--- src/rtl/risc_instr_feeder.sv ---
// Instruction feeder for the 8-bit RISC core: holds a host-loaded program,
// issues one word per ISSUE_GAP+1 cycles and captures the core's result.
module risc_instr_feeder #(
  parameter int DEPTH     = 16,
  parameter int AW        = 4,
  parameter int ISSUE_GAP = 3
) (
  input  logic          clk,
  input  logic          rst_n,
  input  logic          load_en,
  input  logic [AW-1:0] load_addr,
  input  logic [13:0]   load_data,
  input  logic [AW:0]   prog_len,
  input  logic          start,
  input  logic          abort,
  output logic [13:0]   instr,
  output logic          instr_valid,
  input  logic [7:0]    dataout_in,
  input  logic          carry_in,
  input  logic          sign_in,
  input  logic          zero_in,
  output logic          res_valid,
  output logic [7:0]    res_data,
  output logic [2:0]    res_flags,
  output logic [AW-1:0] res_idx,
  output logic          busy,
  output logic          done
);

  typedef enum logic [2:0] {
    IDLE    = 3'd0,
    ISSUE   = 3'd1,
    WAIT    = 3'd2,
    CAPTURE = 3'd3,
    FIN     = 3'd4
  } state_t;

  localparam logic [AW:0] DEPTH_L  = (AW+1)'(DEPTH);
  localparam logic [AW:0] LEN_ONE  = (AW+1)'(1);
  // WAIT lasts ISSUE_GAP-1 cycles so res_valid lands ISSUE_GAP after instr_valid
  localparam logic [3:0]  GAP_LOAD = 4'(ISSUE_GAP - 1);

  state_t        state_q, state_d;
  logic [AW-1:0] pc_q, pc_d;
  logic [AW:0]   len_q, len_d;
  logic [3:0]    gap_q, gap_d;
  logic [13:0]   instr_q, instr_d;
  logic          instr_valid_q, instr_valid_d;
  logic          res_valid_q, res_valid_d;
  logic [7:0]    res_data_q, res_data_d;
  logic [2:0]    res_flags_q, res_flags_d;
  logic [AW-1:0] res_idx_q, res_idx_d;
  logic          busy_q, busy_d;
  logic          done_q, done_d;

  logic [13:0]   mem_q [DEPTH];
  logic [AW:0]   len_clamped;
  logic          last_word;

  assign len_clamped = (prog_len > DEPTH_L) ? DEPTH_L : prog_len;
  assign last_word   = ({1'b0, pc_q} == (len_q - LEN_ONE));

  // Program memory is deliberately not reset so a program survives rst_n
  always_ff @(posedge clk) begin
    if (load_en && (state_q == IDLE)) begin
      mem_q[load_addr] <= load_data;
    end
  end

  always_comb begin
    state_d       = state_q;
    pc_d          = pc_q;
    len_d         = len_q;
    gap_d         = gap_q;
    instr_d       = instr_q;
    instr_valid_d = 1'b0;
    res_valid_d   = 1'b0;
    res_data_d    = res_data_q;
    res_flags_d   = res_flags_q;
    res_idx_d     = res_idx_q;
    busy_d        = busy_q;
    done_d        = 1'b0;

    if (abort && (state_q != IDLE)) begin
      state_d = IDLE;
      busy_d  = 1'b0;
    end else begin
      case (state_q)
        IDLE: begin
          if (start && !abort) begin
            if (len_clamped != '0) begin
              len_d   = len_clamped;
              pc_d    = '0;
              busy_d  = 1'b1;
              state_d = ISSUE;
            end else begin
              state_d = FIN;
            end
          end
        end
        ISSUE: begin
          instr_d       = mem_q[pc_q];
          instr_valid_d = 1'b1;
          gap_d         = GAP_LOAD;
          state_d       = WAIT;
        end
        WAIT: begin
          gap_d = (gap_q == '0) ? '0 : gap_q - 4'd1;
          if (gap_q <= 4'd1) begin
            state_d = CAPTURE;
          end
        end
        CAPTURE: begin
          res_data_d  = dataout_in;
          res_flags_d = {carry_in, sign_in, zero_in};
          res_idx_d   = pc_q;
          res_valid_d = 1'b1;
          if (last_word) begin
            state_d = FIN;
          end else begin
            pc_d    = pc_q + 1'b1;
            state_d = ISSUE;
          end
        end
        FIN: begin
          busy_d  = 1'b0;
          done_d  = 1'b1;
          state_d = IDLE;
        end
        default: begin
          state_d = IDLE;
          busy_d  = 1'b0;
        end
      endcase
    end
  end

  always_ff @(posedge clk or negedge rst_n) begin
    if (!rst_n) begin
      state_q       <= IDLE;
      pc_q          <= '0;
      len_q         <= '0;
      gap_q         <= '0;
      instr_q       <= '0;
      instr_valid_q <= 1'b0;
      res_valid_q   <= 1'b0;
      res_data_q    <= '0;
      res_flags_q   <= '0;
      res_idx_q     <= '0;
      busy_q        <= 1'b0;
      done_q        <= 1'b0;
    end else begin
      state_q       <= state_d;
      pc_q          <= pc_d;
      len_q         <= len_d;
      gap_q         <= gap_d;
      instr_q       <= instr_d;
      instr_valid_q <= instr_valid_d;
      res_valid_q   <= res_valid_d;
      res_data_q    <= res_data_d;
      res_flags_q   <= res_flags_d;
      res_idx_q     <= res_idx_d;
      busy_q        <= busy_d;
      done_q        <= done_d;
    end
  end

  assign instr       = instr_q;
  assign instr_valid = instr_valid_q;
  assign res_valid   = res_valid_q;
  assign res_data    = res_data_q;
  assign res_flags   = res_flags_q;
  assign res_idx     = res_idx_q;
  assign busy        = busy_q;
  assign done        = done_q;

endmodule

--- config.mk ---
export PLATFORM = sky130hd
export DESIGN_NAME = risc_instr_feeder
export DESIGN_NICKNAME = d
export VERILOG_FILES = /design/src/rtl/risc_instr_feeder.sv
export SDC_FILE = /design/constraint.sdc
export NUM_CORES = 1
export LEC_CHECK = 0
export CAP_MARGIN = 20
export CORE_ASPECT_RATIO = 0.5
export CORE_UTILIZATION = 50
export CTS_CLUSTER_DIAMETER = 60
export DETAILED_ROUTE_END_ITERATION = 10
export PLACE_DENSITY_LB_ADDON = 0.25
export SETUP_SLACK_MARGIN = 0.1
export SLEW_MARGIN = 20
export SYNTH_ARGS = -nofsm -noshare
export SYNTH_HDL_FRONTEND = slang
export SYNTH_SLANG_ARGS = --single-unit
--- constraint.sdc ---
create_clock -name clk -period 3.3 [get_ports clk]
set_input_delay 0.33 -clock clk [delete_from_list [all_inputs] [get_ports clk]]
set_output_delay 0.33 -clock clk [all_outputs]
set_load 0.005 [all_outputs]
==> metrics.md <==
| Metric | Value |
|---|---|
| Met2 usage | 32.9% |
| Req. time, crit path | 3.51 ns |
| Met1 usage | 30.3% |
| Endpoints failing setup | 0 |
| Share of the synthesized area in the top cell type | 62.4% |
| Largest net degree at the start of global routing | 35 |
| RSZ-0062 raised after global routing | false |
| Worst VDD drop | 353 uV |
| Min Tclk post-route | 2.54 ns |
| Critical path type | reg -> reg |
| Setup TNS | 0 ns |
| Worst Max-Slew Pin Slew | 0.829 ns |
| Worst hold-check path type | in -> reg |
| Post-Route WL | 22,300 um |
| DIE HEIGHT | 106 um |
| CTS tree | built |
| Post-DP Area | 12,000 sq um |
| Hold path start | dataout_in[7] |
| Max_cap viols | 0 |
| Max Freq | 394 MHz |
| Ys Warns | 0 |
| DP Cell Count | 902 |
| Slew headroom | 44.8% |
| Via count | 5,644 |
| Arrival @ worst endpoint | 2.75 ns |
| CP dominant cell by count | buf_4 |
| Grt met3 use | 3.69% |
| Final ANT Viol Nets | 0 |
| Post-CTS Resized | 0 |
| Detailed Place HPWL | 14,200 um |
| Period utilisation layout | 77.0% |
| Post-Synthesis Cells | 552 |
| Gr usage total | 20.7% |
| Layout cells sized above 1 | 23.7% |
| CTS Buf Count | 24 |
| Post-CTS setup buffers | 0 |
| GRT Residual Overflow | 0 |
| FF-to-FF setup slack | 0.76 ns |
| LEAKAGE | 4.19 nW |
| First-pass GRT wire length | 33,800 um |
| Initial antenna violation count | 0 |
| CTS clk-pin slew, worst paths | 0.06 ns |
| Initial DRC count | 616 |
| Area delta synth->final | 17.8% |
| Fin nets | 697 |
| Slowest CP cell | dfrtp_1 |
| Crit path launch type | flip-flop |
| Global route hottest layer | met2 |
| Drt pass-1 iters | 5 |
| Post-synth EDFFs | 224 |
| Vias in the first global route | 5,580 |
| H-tree Lvls | 1 |
| Via-to-Cell Ratio | 5.96 |
| Skew final | 0.0102 ns |
| Clock Sinks | 273 |
| CP Capture Type | flip-flop |
| I/O pins | 72 |
| R2r worst-path depth | 6 |
| Clock Root Buffer | clkbuf_16 |
| Cell area after layout | 12,700 sq um |
| Worst R2R End | mem_q[0][12]$_DFFE_PP_ |
| Ordered list of cells on the worst path | nor3_1 -> buf_4 -> nand2_1 -> or3_1 -> nor3_2 -> buf_4 |
| Final hold vios | 0 |
| DRC | 0 |
| Clock latency on the worst-skew pair | 0.51 ns |
| Avg Cell Area, Syn | 19.5 sq um |
| Critical path fanouts, max | 14 |
| Slowest stage delay, CP | 0.54 ns |
| Worst R2R Start | state_q[1]$_DFFE_PN0P_ |
| CTS max path bufs | 3 |
| Most used DFF post-synth | edfxtp_1 |
| Core area | 20,800 sq um |
| Hold Path Stages | 2 |
| Final Max Tran Viols | 0 |
| DIE AREA | 22,200 sq um |
| PwrDens | 672 nW/um^2 |
| Seq cells post-synth | 273 |
| Post-DR wirelength/cell | 23.6 um |
| Starting Density | 51.7% |
| Post-synth top area cell | edfxtp_1 |
| Hold Path Sink | res_data[7]$_DFFE_PN0P_ |
| Number of port buffers | 71 |
| Count of different cell masters after synthesis | 45 |
| Status | complete, no violations |
| Final Instance Count excl. Fillers | 947 |
| RePlAce Congestion | 0.874 |
| Sequential area share after synthesis | 73.8% |
| Synth Cell Area | 10,800 sq um |
| N_diodes | 0 |
| Row Count | 37 |
| Post-Synthesis Net Count | 593 |
| Top cells by area, synth | edfxtp_1, mux4_2, dfrtp_1 |
| Width of the die | 210 um |
| Ys async rst share | 17.9% |
-- per-layer routing --
layer	vias to the layer above	part of all wire, %
met3	31	5.9
met1	2966	45
met5	-	0
met4	0	1.5
met2	198	47
li1	2449	-
-- Yosys cell counts (all sizes together), types with 2 or more instances --
| library cell | n |
|---|---|
| and2 | 2 |
| nand4 | 2 |
| nor2 | 23 |
| or3 | 4 |
| nand2 | 17 |
| nor3 | 22 |
| dfrtp | 49 |
| o211ai | 2 |
| nand4b | 3 |
| buf | 19 |
| mux4 | 56 |
| o21ai | 9 |
| edfxtp | 224 |
| mux2 | 30 |
| mux2i | 14 |
| a221o | 14 |
| inv | 6 |
| nand3 | 2 |
| nand3b | 5 |
| ha | 2 |
| a21oi | 8 |
| o31ai | 3 |
| nor2b | 3 |
| xnor2 | 6 |
| nand2b | 3 |
| clkbuf | 11 |
-- cells by family after synthesis --
logic type	share of synthesized area, %
AO/OA/AOI/OAI	3.09
buffers and inverters	1.89
multiplexers	16.1
XOR/XNOR	0.487
AND/OR/NAND/NOR	4.40
adder cells (fa/ha/maj)	0.232
flip-flops	73.8
-- where the power goes --
group          switching, W  total, W  internal [W]
Combinational      0.000608   0.00163       0.00102
Clock               0.00116   0.00259       0.00143
Sequential         0.000309   0.00431       0.00400
Total               0.00208   0.00853       0.00645
-- critical path: cells and delay by family (launching register included) --
kind	cells	cell delay (ns)
flip-flops	1	0.54
AND/OR/NAND/NOR	4	1.15
buffers and inverters	2	0.53
-- cells in the final DEF (no fill, tap or decap), types with 4 or more instances in the layout --
master / n
nor3_1: 17
or3_1: 4
clkbuf_1: 15
clkbuf_16: 25
inv_1: 6
xnor2_1: 6
edfxtp_1: 224
nand3b_1: 5
clkdlybuf4s50_1: 70
dfrtp_1: 46
nor3_2: 5
o21ai_0: 9
a21oi_1: 8
buf_4: 33
a221o_1: 14
mux2i_1: 14
mux4_2: 56
mux2_2: 30
nand2_1: 17
nor2_1: 23
-- timing repair --
| item | 4_1_cts | 5_1_grt |
|---|---|---|
| hold endpoints to repair | 31 | 0 |
| hold buffers | 1 | 0 |
| endpoints found under the setup margin | 0 | 0 |
-- sequential cells by signal, summed over array words and instances, names as in the netlist --
register and cells:
instr_valid 1, res_data 8, gap_q 4, busy 1, instr 14, state_q 3
done 1, res_valid 1, mem_q 224, len_q 5, pc_q 4, res_flags 3
res_idx 4
-- layout make-up --
cell class | count | area (sq um)
clock inverters | 3 | 13.8
multi-input cells | 243 | 2640
fillers | 1479 | 8130
well taps | 273 | 342
inverters | 6 | 22.5
repair buffers | 108 | 1020
clock buffers | 41 | 696
flip-flops and latches | 273 | 7960
-- worst max path at each step --
stage                                       from                endpoint  slack [ns]  depth (start not counted)
final                     state_q[1]$_DFFE_PN0P_  mem_q[0][12]$_DFFE_PP_        0.76                          6
after global routing      state_q[1]$_DFFE_PN0P_  mem_q[0][12]$_DFFE_PP_        0.62                          6
after CTS                 state_q[1]$_DFFE_PN0P_  mem_q[0][12]$_DFFE_PP_        0.76                          6
after detailed placement  state_q[1]$_DFFE_PN0P_   mem_q[0][0]$_DFFE_PP_        0.79                          6
after global placement    state_q[1]$_DFFE_PN0P_   mem_q[0][1]$_DFFE_PP_        0.84                          6
after floorplan           state_q[0]$_DFFE_PN0P_   mem_q[0][0]$_DFFE_PP_        0.54                          5
-- stage by stage --
stage / hold WS [ns] / total power [W] / worst slack (ns) / util (%)
2_1_floorplan: 0.0344 / 0.00528 / 0.542 / -
3_3_place_gp: 0.442 / 0.00599 / 0.840 / 57.5
3_5_place_dp: 0.462 / 0.00603 / 0.791 / 57.5
4_1_cts: 0.416 / 0.00860 / 0.757 / 61.0
5_1_grt: 0.412 / 0.00887 / 0.616 / 61.0
6_report: 0.425 / 0.00853 / 0.760 / 61.0
(Power assumes the default switching activity.)
